### src/rtl/rtr_opc_credit_tracker_pkg.sv
// Shared router definitions: VC state encodings and per-class flag layout.
package rtr_opc_credit_tracker_pkg;

    typedef enum logic [1:0] {
        VcIdle   = 2'd0,
        VcActive = 2'd1,
        VcDrain  = 2'd2
    } vc_state_e;

    localparam int unsigned flags_per_class   = 2;
    localparam int unsigned flag_credit_avail = 0;
    localparam int unsigned flag_vc_free      = 1;

    // Position of one flag of packet class pc within a flags_opc vector.
    function automatic int flag_idx(input int pc, input int offset);
        return pc * int'(flags_per_class) + offset;
    endfunction

endpackage

### src/rtl/rtr_opc_credit_tracker_if.sv
// Event inputs and status outputs of one output port's credit tracker.
interface rtr_opc_credit_tracker_if #(
    parameter int unsigned num_packet_classes = 4
);
    logic [0:num_packet_classes-1]   alloc_opc;
    logic [0:num_packet_classes-1]   debit_opc;
    logic [0:num_packet_classes-1]   tail_opc;
    logic [0:num_packet_classes-1]   cred_opc;
    logic [0:num_packet_classes*2-1] flags_opc;
    logic                            error;

    modport master (
        output alloc_opc,
        output debit_opc,
        output tail_opc,
        output cred_opc,
        input  flags_opc,
        input  error
    );

    modport slave (
        input  alloc_opc,
        input  debit_opc,
        input  tail_opc,
        input  cred_opc,
        output flags_opc,
        output error
    );
endinterface

### src/rtl/rtr_opc_credit_ctrl.sv
// One packet class: credit counter, output-VC state machine and, with
// RTR_CREDIT_CHECK_EN defined, a sticky protocol-violation bit.
module rtr_opc_credit_ctrl
    import rtr_opc_credit_tracker_pkg::*;
#(
    parameter int unsigned buffer_size = 8
) (
    input  logic clk,
    input  logic reset,
    input  logic alloc,
    input  logic debit,
    input  logic tail,
    input  logic cred,
    output logic credit_avail,
    output logic vc_free,
    output logic err
);
    localparam int unsigned cred_width = $clog2(buffer_size + 1);
    localparam logic [cred_width-1:0] cnt_full = cred_width'(buffer_size);
    localparam logic [cred_width-1:0] cnt_one  = cred_width'(1);

    logic [cred_width-1:0] cnt_q, cnt_d;
    vc_state_e             state_q, state_d;
    logic                  cnt_d_full;

    // Wraps on violation; the check logic reports it instead of clamping.
    always_comb begin
        cnt_d = cnt_q;
        if (debit && !cred) begin
            cnt_d = cnt_q - cnt_one;
        end else if (cred && !debit) begin
            cnt_d = cnt_q + cnt_one;
        end
        cnt_d_full = (cnt_d == cnt_full);
    end

    always_comb begin
        state_d = state_q;
        unique case (state_q)
            VcIdle: begin
                if (alloc) begin
                    if (debit && tail) begin
                        state_d = cnt_d_full ? VcIdle : VcDrain;
                    end else begin
                        state_d = VcActive;
                    end
                end
            end
            VcActive: begin
                if (debit && tail) begin
                    state_d = cnt_d_full ? VcIdle : VcDrain;
                end
            end
            VcDrain: begin
                if (cnt_d_full) begin
                    state_d = VcIdle;
                end
            end
            default: state_d = VcIdle;
        endcase
    end

    always_ff @(posedge clk or posedge reset) begin
        if (reset) begin
            cnt_q   <= cnt_full;
            state_q <= VcIdle;
        end else begin
            cnt_q   <= cnt_d;
            state_q <= state_d;
        end
    end

    assign credit_avail = (cnt_q != '0);
    assign vc_free      = (state_q == VcIdle);

`ifdef RTR_CREDIT_CHECK_EN
    logic err_q;
    logic viol;

    always_comb begin
        viol = (debit && !cred && (cnt_q == '0))
             | (cred && !debit && (cnt_q == cnt_full))
             | (alloc && (state_q != VcIdle))
             | (debit && !alloc && (state_q == VcIdle));
    end

    always_ff @(posedge clk or posedge reset) begin
        if (reset) begin
            err_q <= 1'b0;
        end else begin
            err_q <= err_q | viol;
        end
    end

    assign err = err_q;
`else
    assign err = 1'b0;
`endif

endmodule

### src/rtl/rtr_opc_credit_tracker.sv
// Per-output-port credit/VC tracker: one rtr_opc_credit_ctrl per packet class.
// Protocol checking is built in only when RTR_CREDIT_CHECK_EN is defined.
module rtr_opc_credit_tracker
    import rtr_opc_credit_tracker_pkg::*;
#(
    parameter int unsigned num_message_classes  = 2,
    parameter int unsigned num_resource_classes = 2,
    parameter int unsigned buffer_size          = 8
) (
    input  logic                      clk,
    input  logic                      reset,
    rtr_opc_credit_tracker_if.slave   bus
);
    localparam int unsigned num_packet_classes = num_message_classes * num_resource_classes;

    logic [0:num_packet_classes-1]                 credit_avail;
    logic [0:num_packet_classes-1]                 vc_free;
    logic [0:num_packet_classes-1]                 err_pc;
    logic [0:num_packet_classes*flags_per_class-1] flags;

    for (genvar pc = 0; pc < num_packet_classes; pc++) begin : g_class
        rtr_opc_credit_ctrl #(
            .buffer_size (buffer_size)
        ) u_ctrl (
            .clk          (clk),
            .reset        (reset),
            .alloc        (bus.alloc_opc[pc]),
            .debit        (bus.debit_opc[pc]),
            .tail         (bus.tail_opc[pc]),
            .cred         (bus.cred_opc[pc]),
            .credit_avail (credit_avail[pc]),
            .vc_free      (vc_free[pc]),
            .err          (err_pc[pc])
        );
    end

    always_comb begin
        flags = '0;
        for (int pc = 0; pc < int'(num_packet_classes); pc++) begin
            flags[flag_idx(pc, int'(flag_credit_avail))] = credit_avail[pc];
            flags[flag_idx(pc, int'(flag_vc_free))]      = vc_free[pc];
        end
    end

    assign bus.flags_opc = flags;
    assign bus.error     = |err_pc;

endmodule

### src/flat_wrapper.sv
// flat-port wrapper written by rule: the top's interface ports become plain ports
module rtr_opc_credit_tracker_flat import rtr_opc_credit_tracker_pkg::*;
#(
    parameter int unsigned num_message_classes  = 2,
    parameter int unsigned num_resource_classes = 2,
    parameter int unsigned buffer_size          = 8
)
  (clk, reset, bus_alloc_opc, bus_debit_opc, bus_tail_opc, bus_cred_opc, bus_flags_opc, bus_error);
  rtr_opc_credit_tracker_if #(.num_packet_classes(4)) bus_i ();
  input  logic clk;
  input  logic reset;
  input wire logic [$bits(bus_i.alloc_opc)-1:0] bus_alloc_opc;
  input wire logic [$bits(bus_i.debit_opc)-1:0] bus_debit_opc;
  input wire logic [$bits(bus_i.tail_opc)-1:0] bus_tail_opc;
  input wire logic [$bits(bus_i.cred_opc)-1:0] bus_cred_opc;
  output wire logic [$bits(bus_i.flags_opc)-1:0] bus_flags_opc;
  output wire logic [$bits(bus_i.error)-1:0] bus_error;
  assign bus_i.alloc_opc = bus_alloc_opc;
  assign bus_i.debit_opc = bus_debit_opc;
  assign bus_i.tail_opc = bus_tail_opc;
  assign bus_i.cred_opc = bus_cred_opc;
  assign bus_flags_opc = bus_i.flags_opc;
  assign bus_error = bus_i.error;
  rtr_opc_credit_tracker #(.num_message_classes(num_message_classes), .num_resource_classes(num_resource_classes), .buffer_size(buffer_size)) u_core (.clk(clk), .reset(reset), .bus(bus_i));
endmodule
### config.mk
export PLATFORM = sky130hd
export DESIGN_NAME = rtr_opc_credit_tracker_flat
export DESIGN_NICKNAME = d
export VERILOG_FILES = /design/src/rtl/rtr_opc_credit_tracker_pkg.sv /design/src/rtl/rtr_opc_credit_tracker_if.sv /design/src/rtl/rtr_opc_credit_ctrl.sv /design/src/rtl/rtr_opc_credit_tracker.sv /design/src/flat_wrapper.sv
export SDC_FILE = /design/constraint.sdc
export NUM_CORES = 1
export LEC_CHECK = 0
export ABC_AREA = 0
export CORE_ASPECT_RATIO = 0.5
export CORE_UTILIZATION = 53
export DETAILED_ROUTE_END_ITERATION = 10
export GPL_TIMING_DRIVEN = 0
export PLACE_DENSITY = 0.79
export SKIP_CTS_REPAIR_TIMING = 1
export SLEW_MARGIN = 20
export SYNTH_ARGS = -nofsm -noshare
export SYNTH_HDL_FRONTEND = slang
export SYNTH_SLANG_ARGS = --single-unit
### constraint.sdc
create_clock -name clk -period 1.99 [get_ports clk]
set_input_delay 0.398 -clock clk [delete_from_list [all_inputs] [get_ports clk]]
set_output_delay 0.398 -clock clk [all_outputs]
set_load 0.05 [all_outputs]
---- Yosys cells after proc, flatten, opt, wreduce, memory -nomap -nowiden ----
Index checks and enable logic that the tools add are counted.
word-level totals
  bits in registers ....................... 24
  bits of input ports ..................... 18
  output and inout port bits .............. 9
  word-level logic and storage cells ...... 104
cells by class
  $add $sub $neg .......................... 8
  equal/unequal tests ..................... 24
  multiplexer cells ....................... 32
  reduce and logical (&&, ||, !) cells .... 32
operator list
  cell                   count
  $mux W2                20
  $mux W4                8
  $ne A2 B2 Y1 const B   12
  $pmux W2 S3            4
  $add A4 B1 Y4 const B  4
  $eq A4 B4 Y1 const B   4
  $reduce_bool A4 Y1     4
  $sub A4 B1 Y4 const B  4
  $logic_and A1 B1 Y1    12
  $reduce_and A3 Y1      4
  $eq A2 B1 Y1 const B   4
  $eq A2 B2 Y1 const B   4
  $logic_not A1 Y1       8
  $logic_not A2 Y1       4

---- Depth between registers and ports, before layout ----
Gate-level depths: netlist of run 1.
  word-level depth ........................ 9
  gate-level depth with buffers ........... 6
  gate-level depth less buffers ........... 6

---- Cells and area by module ----
A second synthesis of run 1 with hierarchy kept.
unflattened totals
  cells, all modules ...................... 181
  area total of the unflattened synthesis .. 1669.1 um^2
by module, submodules not included
  module                  times used  cells an instance  area an instance (um^2)  sequential area each (um^2)
  rtr_opc_credit_ctrl     4           45                 415.4                    151.4
  rtr_opc_credit_tracker  1           1                  7.5                      0.0

---- Worst setup path before layout of run 1 ----
OpenSTA, ideal clock, no wires.
  path kind ............................... input-to-reg
  start point ............................. input bus_cred_opc[0]
  end point ............................... register u_core.g_class[3].u_ctrl.state_q[1]
  library setup time ...................... 126 ps
  arrival ................................. 1564 ps
  setup slack ............................. 300 ps
  stages on the path ...................... 5
  buffers on the path ..................... 1
  path through ............................ buf_6 > or4b_1 > o22ai_2 > xnor2_1 > o32a_1
between the ends
  cells in the longest elaborated chain, start to end .. 8
RTL lines
  item                                                     RTL line                                              source
  from (decl)                                              flat_wrapper.sv:15                                    input wire logic [$bits(bus_i.cred_opc)-1:0] bus_cred_opc;
  $logic_and A1 B1 Y1 or $logic_not A1 Y1 (tied branches)  rtr_opc_credit_ctrl.sv:31, rtr_opc_credit_ctrl.sv:29
  $mux W4 or $logic_and A1 B1 Y1 (tied branches)           rtr_opc_credit_ctrl.sv:31, rtr_opc_credit_ctrl.sv:29
  $mux W4 (*)                                              rtr_opc_credit_ctrl.sv:29                             if (debit && !cred) begin
  $eq A4 B4 Y1 (*)                                         rtr_opc_credit_ctrl.sv:34                             cnt_d_full = (cnt_d == cnt_full);
  $mux W2                                                  rtr_opc_credit_ctrl.sv:43, rtr_opc_credit_ctrl.sv:51
  $mux W2                                                  rtr_opc_credit_ctrl.sv:42                             if (debit && tail) begin
  $mux W2                                                  rtr_opc_credit_ctrl.sv:41                             if (alloc) begin
  $pmux W2 S3                                              rtr_opc_credit_ctrl.sv:39                             unique case (state_q)
  to (signal assigned)                                     rtr_opc_credit_ctrl.sv:66                             state_q <= VcIdle;
  to (signal assigned)                                     rtr_opc_credit_ctrl.sv:69                             state_q <= state_d;
  to (decl)                                                rtr_opc_credit_ctrl.sv:23                             vc_state_e state_q, state_d;
Mark *: on every way between the ends. The rest lies on a longest branch, timed or not. The select of a mux whose other input is x is not followed.
A chain may end at the register's enable or synchronous reset.

---- Worst setup path after layout of run 1 ----
  start point ............................. register u_core.g_class[1].u_ctrl.cnt_q[0]
  end point ............................... output bus_flags_opc[5]
between the ends
  cells in the longest elaborated chain, start to end .. 1
RTL lines
  item                    RTL line                   source
  from (decl)             rtr_opc_credit_ctrl.sv:22  logic [cred_width-1:0] cnt_q, cnt_d;
  from (signal assigned)  rtr_opc_credit_ctrl.sv:65  cnt_q <= cnt_full;
  from (signal assigned)  rtr_opc_credit_ctrl.sv:68  cnt_q <= cnt_d;
  $reduce_bool A4 Y1      rtr_opc_credit_ctrl.sv:73  assign credit_avail = (cnt_q != '0);
  to (decl)               flat_wrapper.sv:16         output wire logic [$bits(bus_i.flags_opc)-1:0] bus_flags_opc;
Every way passes these cells.

==> impl_metrics.env, run 1 <==
export IMPL_netlist_top_cell_by_area="dfrtp_1"
export IMPL_grt_pass1_wl_um=4710
export IMPL_synthDistinctLibCells=40
export IMPL_routedWlPerCell_um=12.5
export IMPL_rows=13
export IMPL_slew_violations=0
export IMPL_grt_pass1_vias=1079
export IMPL_syn_inst=180
export IMPL_antenna_found_initial=0
export IMPL_fill_cells=220
export IMPL_n_antenna_cell=0
export IMPL_via_count=1283
export IMPL_r2r_end="u_core.g_class[3].u_ctrl.state_q[1]"
export IMPL_grt_ovfl_total=0
export IMPL_syn_area_sq_mm=0.00164
export IMPL_core_area_sq_mm=0.00277
export IMPL_synth_area_per_cell_sq_um=9.09
export IMPL_cts_tree="done"
export IMPL_total_power_uw=2920
export IMPL_nets=238
export IMPL_clockBufferDepth=2
export IMPL_critical_path_max_fanout=6
export IMPL_clk_latency_ps=270
export IMPL_timing_fmax_mhz=534
export IMPL_grt_usage_pct=20.0
export IMPL_place_detailed_hpwl_um=2170
export IMPL_tightest_slew_ps=889
export IMPL_place_ws_ps=-257
export IMPL_path_clk_slew_ps=90
export IMPL_holdPathEnd="u_core.g_class[3].u_ctrl.state_q[0]"
export IMPL_whs_path_depth=2
export IMPL_start_kind="flip-flop"
export IMPL_die_width_um=80.6
export IMPL_yosys_warnings=0
export IMPL_syn2layout_area_growth_pct=21.1
export IMPL_cts_root_buf="clkbuf_8"
export IMPL_synth_fp_nets=210
export IMPL_cp_data_arrival_time_ps=1480
export IMPL_yosysSeqAreaShare_pct=37.0
export IMPL_ir_drop_uv=886
export IMPL_finalHoldViolCount=0
export IMPL_dr_pass1_iters=4
export IMPL_h_tree_depth=1
export IMPL_ant_nets=0
export IMPL_ff2ff_setup_slack_ps=180
export IMPL_required_ps=1590
export IMPL_synth_top_family_by_area="simple AND/OR/NAND/NOR gates"
export IMPL_relSlewSlack_pct=40.6
export IMPL_fin_worst_skew_ps=10.3
export IMPL_drc_errors=0
export IMPL_maxCapViolCount=0
export IMPL_numClockSinks=24
export IMPL_fin_ws_ps=117
export IMPL_initial_utilization_pct=59.2
export IMPL_grt_max_degree=25
export IMPL_setup_viol=0
export IMPL_period_minus_slack_ps=1870
export IMPL_initialDrtViolationCount=36
export IMPL_powerDensity_mw_per_mm2=1470
export IMPL_drive_gt1_share_pct=13.0
export IMPL_numCtsBuffers=3
export IMPL_synth_seq_cells=24
export IMPL_status="finished clean"
export IMPL_min_from="bus_debit_opc[0]"
export IMPL_holdWs_ps=457
export IMPL_synth_area_top_cells="dfrtp_1 (31%), ha_1 (9.2%), dfstp_2 (6.4%)"
export IMPL_io_pins=27
export IMPL_r2r_start="u_core.g_class[3].u_ctrl.cnt_q[0]"
export IMPL_viasPerCell=5.26
export IMPL_synthMuxAreaShare_pct=1.91
export IMPL_worst_hold_path_type="input pin to flip-flop"
export IMPL_critPathKind="flip-flop to primary output"
export IMPL_gp_congestion=0.754
export IMPL_synth_simple_area_share_pct=17.7
export IMPL_rr_worst_depth=5
export IMPL_wirelength_um=3040
export IMPL_synthDominantCellAreaShare_pct=30.6
export IMPL_period_share_pct=94.1
export IMPL_die_h_um=41.3
export IMPL_synth_xor_xnor_area_share_pct=8.03
export IMPL_synthAdderAreaFrac_pct=9.17
export IMPL_io_buffer_count=23
export IMPL_dieArea_sq_mm=0.00333
export IMPL_rsz0062_at_grt="no"
export IMPL_p_leak_uw=0.000919
export IMPL_synth_compound_area_share_pct=15.8
export IMPL_end_kind="primary output"
-- cell usage in the layout (no fill, tap or decap), types with 3 or more instances in the layout --
cell,n
buf_4,10
dfstp_2,4
inv_1,18
a22oi_1,3
nor2_1,17
clkbuf_2,5
a211oi_1,6
ha_1,12
dfrtp_1,20
nor3_1,6
dlymetal6s2s_1,5
nor2b_1,6
xnor2_1,11
nand3_1,3
a21oi_1,8
nand3b_1,3
clkbuf_8,3
a311oi_1,3
o21ai_0,4
xor2_1,4
clkdlybuf4s50_1,14
nand2_1,11
-- stage by stage --
| stage | utilization [%] | TNS [ps] | cells | cell area [sq um] |
|---|---|---|---|---|
| 4_1_cts | 71.8 | -1990 | 244 | 1980 |
| 6_report | 71.7 | 0 | 244 | 1980 |
| 2_1_floorplan | - | 0 | 180 | 1640 |
| 3_5_place_dp | 69.2 | -806 | 240 | 1910 |
| 5_1_grt | 71.7 | 0 | 244 | 1980 |
| 3_3_place_gp | 69.2 | -694 | 240 | 1910 |
-- routing by layer --
| metal | up-vias | wire length (um) | global-route usage [%] |
|---|---|---|---|
| met5 | - | 0 | 0 |
| met2 | 23 | 1440 | 36.0 |
| met1 | 589 | 1420 | 23.8 |
| li1 | 667 | - | - |
| met3 | 4 | 145 | 5.87 |
| met4 | 0 | 29 | 8.48 |
-- power breakdown --
group | internal, uW | total [uW] | switching, uW
sequential | 754 | 1030 | 274
combinational | 641 | 1460 | 818
clock | 269 | 431 | 162
total | 1660 | 2920 | 1250
-- worst max path at each step --
stage | slack (ps) | startpoint | endpoint
after floorplan | 300 | bus_cred_opc[0] | u_core.g_class[3].u_ctrl.state_q[1]
after global placement | -240 | bus_cred_opc[2] | u_core.g_class[1].u_ctrl.state_q[1]
after detailed placement | -260 | bus_cred_opc[2] | u_core.g_class[1].u_ctrl.state_q[1]
after CTS | -430 | u_core.g_class[3].u_ctrl.cnt_q[0] | bus_flags_opc[1]
after global routing | 30 | bus_cred_opc[2] | u_core.g_class[1].u_ctrl.state_q[1]
final | 120 | u_core.g_class[1].u_ctrl.cnt_q[0] | bus_flags_opc[5]
-- sequential cells by signal (all words and copies together) (netlist names) --
name and count:
u_core.g_class.u_ctrl.cnt_q 16, u_core.g_class.u_ctrl.state_q 8
-- synthesized netlist by cell type, drive strengths merged --
library cell / count
buf: 11
dfrtp: 20
a22oi: 3
conb: 1
o21a: 1
o211ai: 1
o32a: 2
nor2b: 6
dfstp: 4
xnor2: 11
nor3: 6
and4b: 2
o41a: 1
o311a: 1
nor2: 17
a2bb2oi: 1
a21oi: 8
mux2: 1
nand3: 3
nand2b: 2
clkbuf: 4
and2b: 1
mux2i: 2
nand2: 11
inv: 18
o2111ai: 1
nand3b: 3
ha: 12
a311oi: 3
o22ai: 2
or3: 1
a211oi: 6
a31oi: 2
or4b: 2
xor2: 4
o21ai: 4
nor4: 2
-- final cells by class --
class	instances	area [sq um]	area share, %
multi-input cells	123	865	43.6
flip-flops and latches	24	606	30.6
repair buffers	23	225	11.4
plain buffers	15	101	5.11
inverters	18	67.6	3.41
well taps	37	46.3	2.34
clock buffers	3	41.3	2.08
clock inverters	1	30.0	1.52
-- worst max-delay path, stage by stage, from the launching register on --
cell,delay (ps)
dfrtp_1,450
inv_1,120
ha_1,220
nand2_1,50
buf_4,90
clkbuf_2,260
-- logic make-up (layout without fill, tap and decap cells) --
group	count (synthesis)	count (layout)
buffers and inverters	33	60
DFF	24	24
muxes	3	3
and+or+nand+nor	56	56
xor gates and xnor gates	15	15
AOI/OAI and AO/OA	36	36
adders and majority gates	12	12
other	1	1
Note: power is estimated with default switching activity, not from simulation.
==> run 2, diff against run 1 <==
CORE_ASPECT_RATIO = not set   (was 0.5)
==> run 2 against run 1 <==
Compared with the run above: the flow now finishes with violations (DRC); utilization shrank 3.1 points; sequential cell count is the same; clock power shrank 42%; total power shrank 5.6%; first-iteration DRC count grew 2.8%.
==> impl_metrics.env, run 2 (synthesis results as in run 1) <==
export IMPL_grt_pass1_vias=1244
export IMPL_end_kind="flip-flop"
export IMPL_violations="DRC"
export IMPL_final_common_cell="inv_1"
export IMPL_ir_drop_uv=833
export IMPL_critPathKind="input pin to flip-flop"
export IMPL_final_cell_mix="inv_1 (18), nor2_1 (17), dfrtp_1 (17), clkdlybuf4s50_1 (15), ha_1 (12)"
export IMPL_relSlewSlack_pct=40.8
export IMPL_clockBufferDepth=2
export IMPL_wirelength_um=3000
export IMPL_viasPerCell=5.58
export IMPL_gp_congestion=0.777
export IMPL_cts_root_buf="clkbuf_4"
export IMPL_initialDrtViolationCount=37
export IMPL_ff2ff_setup_slack_ps=180
export IMPL_drc_errors=2
export IMPL_numClockSinks=24
export IMPL_period_share_pct=94.9
export IMPL_status="finished, violations left"
export IMPL_whs_path_depth=2
export IMPL_clock_power_share_pct=9.1
export IMPL_tightest_slew_ps=887
export IMPL_core_area_sq_mm=0.00283
export IMPL_rows=19
export IMPL_grt_ovfl_total=0
export IMPL_min_from="bus_debit_opc[0]"
export IMPL_required_ps=2190
export IMPL_dr_pass1_iters=8
export IMPL_timing_fmax_mhz=529
export IMPL_critical_path_max_fanout=10
export IMPL_powerDensity_mw_per_mm2=1420
export IMPL_r2r_end="u_core.g_class[1].u_ctrl.state_q[1]"
export IMPL_swShare_pct=45.1
export IMPL_finalHoldViolCount=0
export IMPL_drive_gt1_share_pct=14.0
export IMPL_io_pins=27
export IMPL_place_area_sq_mm=0.00191
export IMPL_fin_cells=238
export IMPL_setup_tns_ps=0
export IMPL_holdPathEnd="u_core.g_class[3].u_ctrl.state_q[0]"
export IMPL_n_antenna_cell=0
export IMPL_nets=238
export IMPL_ant_nets=0
export IMPL_top_register="u_core.g_class.u_ctrl.cnt_q"
export IMPL_cp_data_arrival_time_ps=2080
export IMPL_setup_viol=0
export IMPL_dieArea_sq_mm=0.00331
export IMPL_routedWlPerCell_um=12.6
export IMPL_largest_register_ffs=16
export IMPL_grt_max_degree=25
export IMPL_period_minus_slack_ps=1890
export IMPL_rr_worst_depth=5
export IMPL_die_h_um=57.6
export IMPL_syn2layout_area_growth_pct=18.5
export IMPL_fin_area_sq_mm=0.00194
export IMPL_maxCapViolCount=0
export IMPL_fin_worst_skew_ps=4.01
export IMPL_numCtsBuffers=3
export IMPL_via_count=1327
export IMPL_path_clk_slew_ps=120
export IMPL_io_buffer_count=23
export IMPL_dp_cells=234
export IMPL_switching_power_uw=1240
export IMPL_slew_violations=0
export IMPL_grt_pass1_wl_um=5140
export IMPL_worst_hold_path_type="input pin to flip-flop"
export IMPL_rsz0062_at_grt="no"
export IMPL_initial_utilization_pct=57.9
export IMPL_start_kind="input pin"
export IMPL_h_tree_depth=1
export IMPL_reg_top3="u_core.g_class.u_ctrl.cnt_q x16, u_core.g_class.u_ctrl.state_q x8"
export IMPL_p_comb_share_pct=53.4
export IMPL_grt_usage_pct=19.7
export IMPL_internal_power_uw=1510
export IMPL_antenna_found_initial=0
export IMPL_p_leak_uw=0.000889
export IMPL_clk_latency_ps=300
export IMPL_die_width_um=57.6
export IMPL_seq_power_share_pct=37.5
export IMPL_place_detailed_hpwl_um=2310
export IMPL_r2r_start="u_core.g_class[1].u_ctrl.cnt_q[0]"
export IMPL_cts_tree="done"
-- run 2: cell types whose count changed in the layout (fill, tap and decap cells not counted) --
cell,change
clkbuf_4,+3
dfrtp_1,-3
dfrtp_2,+3
clkbuf_8,-2
bufinv_16,-1
clkbuf_1,+1
clkbuf_2,-1
clkdlybuf4s50_1,+1
dlymetal6s2s_1,-1
-- run 2: metrics by stage --
stage / setup WS, ps / total power, uW / util (%) / hold slack (ps)
final: 101 / 2750 / 68.6 / 407
after global routing: 0.177 / 2970 / 68.6 / 410
after CTS: -479 / 2780 / 68.6 / 393
after detailed placement: -267 / 2520 / 67.4 / 468
after global placement: -199 / 2450 / 67.4 / 440
after floorplan: 300 / 2130 / - / 410
-- run 2: final cells by class --
type / instances / area, sq um
fillers: 244 / 890
multi-input cells: 123 / 865
flip-flops and latches: 24 / 609
repair buffers: 23 / 223
plain buffers: 15 / 100
inverters: 18 / 67.6
well taps: 31 / 38.8
clock buffers: 4 / 36.3
-- run 2: worst max path at each step --
| stage | from | depth (start not counted) | end |
|---|---|---|---|
| CTS | u_core.g_class[1].u_ctrl.cnt_q[0] | 5 | bus_flags_opc[5] |
| detailed placement | bus_cred_opc[2] | 6 | u_core.g_class[1].u_ctrl.state_q[1] |
| floorplan | bus_cred_opc[0] | 5 | u_core.g_class[3].u_ctrl.state_q[1] |
| global route | bus_debit_opc[2] | 6 | u_core.g_class[1].u_ctrl.state_q[1] |
| finish | bus_debit_opc[2] | 6 | u_core.g_class[1].u_ctrl.state_q[1] |
| global placement | bus_cred_opc[2] | 6 | u_core.g_class[1].u_ctrl.state_q[1] |
-- run 2: metal layers --
layer / vias up / share of wire [%] / routed length [um] / track usage (%)
li1: 663 / - / - / -
met2: 26 / 51 / 1520 / 36.2
met3: 2 / 3.8 / 115 / 2.72
met5: - / 0 / 0 / 0
met4: 0 / 1.1 / 33 / 6.27
met1: 636 / 44 / 1320 / 23.4
-- run 2: power groups by stage --
stage	Combinational [uW]	Clock [uW]	Sequential, uW
after detailed placement	1490	0	1030
after floorplan	1160	0	969
final	1470	250	1030
after CTS	1490	262	1030
after global routing	1610	283	1080
after global placement	1420	0	1020
-- run 2: critical path, stage by stage --
cell	delay [ps]
clkdlybuf4s50_1	470
clkbuf_1	350
nor2b_1	180
a22oi_1	80
xor2_1	180
o41a_1	420
